$ cat config.mk
export PLATFORM = sky130hd
export DESIGN_NAME = axis_out_pack
export DESIGN_NICKNAME = d
export VERILOG_FILES = /design/src/rtl/axis_out_pack.sv
export SDC_FILE = /design/constraint.sdc
export NUM_CORES = 1
export LEC_CHECK = 0
export CAP_MARGIN = 20
export CORE_MARGIN = 5
export CORE_UTILIZATION = 39
export CTS_BUF_LIST = sky130_fd_sc_hd__clkbuf_8 sky130_fd_sc_hd__clkbuf_16
export DETAILED_ROUTE_END_ITERATION = 16
export GPL_ROUTABILITY_DRIVEN = 0
export SLEW_MARGIN = 10
export SYNTH_ARGS = -nofsm -noshare
export SYNTH_HDL_FRONTEND = slang
export SYNTH_SLANG_ARGS = --single-unit
export TNS_END_PERCENT = 10
$ cat constraint.sdc
create_clock -name aclk -period 2.26 [get_ports aclk]
set_input_delay 0.565 -clock aclk [delete_from_list [all_inputs] [get_ports aclk]]
set_output_delay 0.565 -clock aclk [all_outputs]
set_load 0.03 [all_outputs]
$ cat src/rtl/axis_out_pack.sv
// -----------------------------------------------------------------------------
// axis_out_pack
//
// Packs consecutive result words (ROWS results of Y_BITS each) into wider
// AXI-Stream beats. Word k of a beat lands in lane k (lane 0 = LSBs). A beat
// is emitted when the last lane is filled or when the word carries s_last;
// unfilled lanes are zero and have tkeep cleared. The output stage is a
// single registered slot, so a new beat can load on the same edge the
// previous one is taken.
//
// Ports
//   aclk, aresetn   : clock, asynchronous active-low reset
//   s_valid/s_ready : input word handshake (s_ready = ~m_axis_tvalid | m_axis_tready)
//   s_data, s_last  : input word and end-of-packet flag
//   m_axis_*        : packed output stream (tdata/tkeep/tlast/tvalid/tready)
//   pkt_count       : number of tlast beats handed downstream (wraps)
// -----------------------------------------------------------------------------
`ifndef ROWS
`define ROWS 4
`endif
`ifndef Y_BITS
`define Y_BITS 8
`endif
`ifndef M_OUTPUT_WIDTH_LF
`define M_OUTPUT_WIDTH_LF 128
`endif

module axis_out_pack #(
   parameter int ROWS      = `ROWS,
   parameter int Y_BITS    = `Y_BITS,
   parameter int IN_WIDTH  = ROWS * Y_BITS,
   parameter int OUT_WIDTH = `M_OUTPUT_WIDTH_LF,
   parameter int CNT_BITS  = 16
) (
   input  logic                   aclk,
   input  logic                   aresetn,
   input  logic                   s_valid,
   output logic                   s_ready,
   input  logic [IN_WIDTH-1:0]    s_data,
   input  logic                   s_last,
   output logic                   m_axis_tvalid,
   input  logic                   m_axis_tready,
   output logic [OUT_WIDTH-1:0]   m_axis_tdata,
   output logic [OUT_WIDTH/8-1:0] m_axis_tkeep,
   output logic                   m_axis_tlast,
   output logic [CNT_BITS-1:0]    pkt_count
);

   localparam int RATIO     = OUT_WIDTH / IN_WIDTH;
   localparam int LANE_BITS = (RATIO > 1) ? $clog2(RATIO) : 1;
   localparam int KEEP_W    = OUT_WIDTH / 8;
   localparam int LANE_KEEP = IN_WIDTH / 8;
   localparam logic [LANE_BITS-1:0] LAST_LANE = LANE_BITS'(RATIO - 1);

   generate
      if (((OUT_WIDTH % IN_WIDTH) != 0) || ((IN_WIDTH % 8) != 0) || (OUT_WIDTH < IN_WIDTH)) begin : g_bad_params
         $error("axis_out_pack: OUT_WIDTH must be a multiple of IN_WIDTH and IN_WIDTH a multiple of 8");
      end
   endgenerate

   logic [LANE_BITS-1:0] lane_r;
   logic [OUT_WIDTH-1:0] acc_r;
   logic                 tvalid_r;
   logic                 tlast_r;
   logic [OUT_WIDTH-1:0] tdata_r;
   logic [KEEP_W-1:0]    tkeep_r;
   logic [CNT_BITS-1:0]  pkt_cnt_r;

   logic                 ready_s;
   logic                 accept_s;
   logic                 complete_s;
   logic                 load_s;
   logic [OUT_WIDTH-1:0] beat_data_s;
   logic [KEEP_W-1:0]    beat_keep_s;

   // Handshake decode: any accept while the output slot is free or draining.
   assign ready_s    = ~tvalid_r | m_axis_tready;
   assign accept_s   = s_valid & ready_s;
   assign complete_s = (lane_r == LAST_LANE) | s_last;
   assign load_s     = accept_s & complete_s;

   // Merge the incoming word into its lane; keep covers lanes 0..lane_r.
   always_comb begin
      beat_data_s = {OUT_WIDTH{1'b0}};
      beat_keep_s = {KEEP_W{1'b0}};
      for (int k = 0; k < RATIO; k++) begin
         beat_data_s[k*IN_WIDTH +: IN_WIDTH] = (lane_r == LANE_BITS'(k)) ?
                                               s_data : acc_r[k*IN_WIDTH +: IN_WIDTH];
         beat_keep_s[k*LANE_KEEP +: LANE_KEEP] = (LANE_BITS'(k) <= lane_r) ?
                                                 {LANE_KEEP{1'b1}} : {LANE_KEEP{1'b0}};
      end
   end

   // Accumulator and lane counter; cleared whenever a beat is handed to the output slot.
   always_ff @(posedge aclk or negedge aresetn) begin
      if (!aresetn) begin
         lane_r <= {LANE_BITS{1'b0}};
         acc_r  <= {OUT_WIDTH{1'b0}};
      end else if (accept_s) begin
         if (complete_s) begin
            lane_r <= {LANE_BITS{1'b0}};
            acc_r  <= {OUT_WIDTH{1'b0}};
         end else begin
            lane_r <= lane_r + LANE_BITS'(1);
            acc_r  <= beat_data_s;
         end
      end
   end

   // Output slot: load a completed beat, otherwise drop valid once taken; contents hold while stalled.
   always_ff @(posedge aclk or negedge aresetn) begin
      if (!aresetn) begin
         tvalid_r <= 1'b0;
         tlast_r  <= 1'b0;
         tdata_r  <= {OUT_WIDTH{1'b0}};
         tkeep_r  <= {KEEP_W{1'b0}};
      end else if (load_s) begin
         tvalid_r <= 1'b1;
         tlast_r  <= s_last;
         tdata_r  <= beat_data_s;
         tkeep_r  <= beat_keep_s;
      end else if (tvalid_r & m_axis_tready) begin
         tvalid_r <= 1'b0;
      end
   end

   // Packet counter: one tick per tlast beat accepted downstream.
   always_ff @(posedge aclk or negedge aresetn) begin
      if (!aresetn) begin
         pkt_cnt_r <= {CNT_BITS{1'b0}};
      end else if (tvalid_r & m_axis_tready & tlast_r) begin
         pkt_cnt_r <= pkt_cnt_r + CNT_BITS'(1);
      end
   end

   assign s_ready       = ready_s;
   assign m_axis_tvalid = tvalid_r;
   assign m_axis_tlast  = tlast_r;
   assign m_axis_tdata  = tdata_r;
   assign m_axis_tkeep  = tkeep_r;
   assign pkt_count     = pkt_cnt_r;

endmodule

==> metrics.log <==
[metrics] synthesized area: 0.01147 mm2
[metrics] stages on the worst setup path: 1
[metrics] TritonCTS clock tree: done
[metrics] time the worst path needs with I/O delays and setup: 2.204 ns
[metrics] worst r2r src: lane_r[0]$_DFFE_PN0P_
[metrics] total routing usage reported by global routing: 17.35%
[metrics] area growth from synthesis to layout: 32.08%
[metrics] total of warnings raised by yosys: 0
[metrics] period utilisation layout: between 90% and 100%
[metrics] Cell Count Post-Placement: 1,496
[metrics] clock transition at the registers of the reported paths: 0.06 ns
[metrics] share of final-layout standard cells stronger than drive strength 1: 9.863%
[metrics] unrepaired setup endpoints after global routing: no
[metrics] non-filler cells in the finished layout: 1,550
[metrics] via count of the first global-routing pass: 8,182
[metrics] Critical Path RT: roughly 1.7 ns
[metrics] worst clock skew: 0.01421 ns
[metrics] gate family responsible for the most delay along the worst path: buffers and inverters
[metrics] delay contributed by the slowest stage of the critical path: 0.70 ns
[metrics] worst-case register-to-register setup slack: ~0.30 ns
[metrics] maximum clock path buffer count: 3
[metrics] Total Negative Setup Slacks: 0 ns
[metrics] clock sink count: 280
[metrics] Final #Nets: roughly 1.2k
[metrics] maximum operating frequency: about 0.45 GHz
[metrics] buffers inserted during post-CTS setup optimization: 0
[metrics] Row Count: 62
[metrics] result of the run: finished clean
[metrics] Detailed Route Iter0 Violations: 410
[metrics] reg2reg end: m_axis_tdata[8]$_DFFE_PN0P_
[metrics] number of I/O port buffers: between 150 and 200
[metrics] cell type of the slowest stage on the worst timing path: sky130_fd_sc_hd__clkdlybuf4s50_1
[metrics] proportion of synthesized flip-flops having asynchronous set or reset: 100.0%
[metrics] count of different cell masters after synthesis: 30
[metrics] combined area of the multi-input logic cells: about 0.004 mm2
[metrics] Die Width: approximately 180 um
[metrics] Ant. Diodes: 0
[metrics] Worst Path Arrival: roughly 1.6 ns
[metrics] largest net degree at the start of global routing: 67
[metrics] total CTS buffers: 29
[metrics] height of the die: between 150 and 200 um
[metrics] power per cell area: 1073 mW/mm2
[metrics] Layout fillers: 2,552
[metrics] Post-synth EDFFs: 0
[metrics] worst min path class: register to register
[metrics] kind of capture point of the worst setup path: primary output
[metrics] IO Count: 200
[metrics] average routed wire per standard cell: 18.59 um
[metrics] fraction of post-synthesis cell area in the top cell type by area: between 60% and 70%
[metrics] count of state elements after synthesis: 280
[metrics] capturing instance or port of the critical path: m_axis_tdata[31]
[metrics] count of mapped cells out of synthesis: 947
[metrics] top cells by area in the synthesized netlist: sky130_fd_sc_hd__dfrtp_1 61%, sky130_fd_sc_hd__mux2i_1 11%, sky130_fd_sc_hd__a22o_1 7.5%
[metrics] DRC: 0
[metrics] proportion of synthesized chip area in sequential cells: 61.08%
[metrics] top flip-flop cell by instance count after synthesis: sky130_fd_sc_hd__dfrtp_1
[metrics] buffer and inverter count on the worst path: 1
[metrics] dominant cell type by area after synthesis: sky130_fd_sc_hd__dfrtp_1
[metrics] clock latency on the worst-skew pair: 0.54 ns
[metrics] CP cell instances: clkdlybuf4s50_1
[metrics] post-detailed-placement half-perimeter wirelength: 19,360 um
[metrics] register area: between 0.007 and 0.008 mm2
[metrics] Worst VDD drop: 0.5494 mV
[metrics] worst relative slew slack: ~37%
[metrics] critical path type: register to primary output
[metrics] number of antenna violations at the first check in global routing: 0
[metrics] initial standard-cell utilization of the core: 39.75%
[metrics] total global routing overflow: 0
[metrics] CTS Root Buffer Type: sky130_fd_sc_hd__clkbuf_16
[metrics] sort of element at the start of the critical path: register
[metrics] final-report hold violation count: 0
[metrics] htree depth: 1
[metrics] Die Outline Area: 0.03294 mm2
[metrics] Antenna Violating Nets Remaining: 0
[metrics] wire length of the first global-routing pass: 47,080 um
[metrics] final count of negative-setup-slack endpoints: 0
[metrics] top cell types by occurrence after synthesis: 280 x sky130_fd_sc_hd__dfrtp_1, 138 x sky130_fd_sc_hd__nand2_1, 131 x sky130_fd_sc_hd__o21ai_0, 128 x sky130_fd_sc_hd__mux2i_1, 98 x sky130_fd_sc_hd__a22o_1
[metrics] number of vias per cell: ~5.0
[metrics] max-cap violations: 0
[metrics] placeable core region: just under 0.03 mm2
[metrics] Max Slew Vio Count: 0
[metrics] leakage power figure: approximately 6.9 nW
[metrics] post-detailed-routing wire length: a little under 30,000 um
[metrics] net count after synthesis: 990
[metrics] total via count after detailed routing: approximately 7.7k
[metrics] R2R depth: 5
[metrics] most frequently used cell type in the post-synthesis netlist: sky130_fd_sc_hd__dfrtp_1
[metrics] transition time at the pin with the least slew margin: 0.9371 ns
[metrics] beginning of the critical path: m_axis_tdata[31]$_DFFE_PN0P_
[metrics] Mean Syn Cell Area: 12.11 um2
[metrics] DRT Pass-1 Iters: 5
[metrics] Max FO, Critical Path: 2
## what timing repair did
item	4_1_cts	5_1_grt
hold buffers	1	0
cloned	0	0
setup endpoints to repair	10	12
gates resized for setup	9	12
endpoints found under the hold margin	32	0
## worst register-to-register path: stages (launching register included)
cell                      delay [ns]
sky130_fd_sc_hd__dfrtp_1        0.40
sky130_fd_sc_hd__inv_1          0.16
sky130_fd_sc_hd__ha_2           0.40
sky130_fd_sc_hd__buf_4          0.41
sky130_fd_sc_hd__mux2i_1        0.35
sky130_fd_sc_hd__o21ai_0        0.11
## worst min-delay path by stage
stage	start	to	slack (ns)	cells after the start
after floorplan	aresetn	acc_r[0]$_DFFE_PN0P_	0.27	0
after detailed placement	m_axis_tdata[60]$_DFFE_PN0P_	m_axis_tdata[60]$_DFFE_PN0P_	0.47	2
after global placement	m_axis_tdata[61]$_DFFE_PN0P_	m_axis_tdata[61]$_DFFE_PN0P_	0.46	2
after global routing	m_axis_tdata[68]$_DFFE_PN0P_	m_axis_tdata[68]$_DFFE_PN0P_	0.50	2
final	pkt_count[15]$_DFFE_PN0P_	pkt_count[15]$_DFFE_PN0P_	0.47	1
after CTS	m_axis_tdata[60]$_DFFE_PN0P_	m_axis_tdata[60]$_DFFE_PN0P_	0.48	2
## sequential cells by signal, summed over array words and instances (netlist names)
register / cells
acc_r: 128
m_axis_tdata: 128
pkt_count: 16
m_axis_tkeep: 4
lane_r: 2
m_axis_tlast: 1
m_axis_tvalid: 1
## power by group
part	internal [W]	switching (W)	leakage, nW
logic	0.00212	0.00288	2.68
clock network	0.00280	0.00193	0.496
registers	0.00590	0.000625	3.78
total	0.0108	0.00544	6.95
## per-stage QoR
stage / utilization [%] / setup slack (ns) / cell area (um2) / hold slack [ns] / total power [W]
5_1_grt: 52.50 / 0.004767 / 15150 / 0.4957 / 0.01706
6_report: 52.50 / 0.05621 / 15150 / 0.4719 / 0.01626
3_3_place_gp: 49.05 / -0.1045 / 14150 / 0.4611 / 0.01167
2_1_floorplan: - / 0.5230 / 11470 / 0.2694 / 0.009431
3_5_place_dp: 49.05 / -0.1026 / 14150 / 0.4698 / 0.01172
4_1_cts: 52.40 / 0.002336 / 15120 / 0.4837 / 0.01650
## metal layers
layer  share of wire, %  track usage [%]  wire length [um]  up-vias
li1                   -                -                 -     3694
met1                 49            25.71             14070     3855
met2                 45            27.23             13030      162
met3                4.2            3.001              1224       33
met4                1.7            3.212               495        0
met5                  0                0                 0        -
## logic make-up (layout without fill, tap and decap cells)
kind of cell,Yosys count,after routing,synth area share (%)
AND/OR/NAND/NOR,199,199,7.853
AO/OA/AOI/OAI,233,233,13.44
adder cells (fa/ha/maj),6,6,0.6544
XOR/XNOR,15,15,1.145
multiplexers,129,129,11.27
flip-flops,280,280,61.08
buffers and inverters,85,304,4.559
## area by class of cell
class | instances | area share (%)
sequential | 280 | 46.25
multi-input combinational | 582 | 26.33
timing repair buffer | 248 | 17.80
clock buffer | 40 | 5.789
tap | 384 | 3.171
clock inverter | 13 | 0.5946
inverter | 3 | 0.07432
## placed cells by master (no fill, tap or decap), drive strengths merged, types with 2 or more instances in the layout
| cell type | instances |
|---|---|
| xnor2 | 12 |
| and2 | 33 |
| dlymetal6s2s | 12 |
| clkinv | 6 |
| nand2b | 2 |
| nor2 | 4 |
| or2 | 2 |
| a22o | 98 |
| dfrtp | 280 |
| inv | 7 |
| o21ai | 135 |
| nor3 | 2 |
| dlygate4sd2 | 9 |
| nand3 | 7 |
| mux2i | 128 |
| xor2 | 3 |
| nand2 | 138 |
| and3 | 5 |
| buf | 50 |
| clkbuf | 40 |
| ha | 6 |
| clkinvlp | 2 |
| nand4 | 5 |
| clkdlybuf4s50 | 176 |
(Power assumes the default switching activity.)
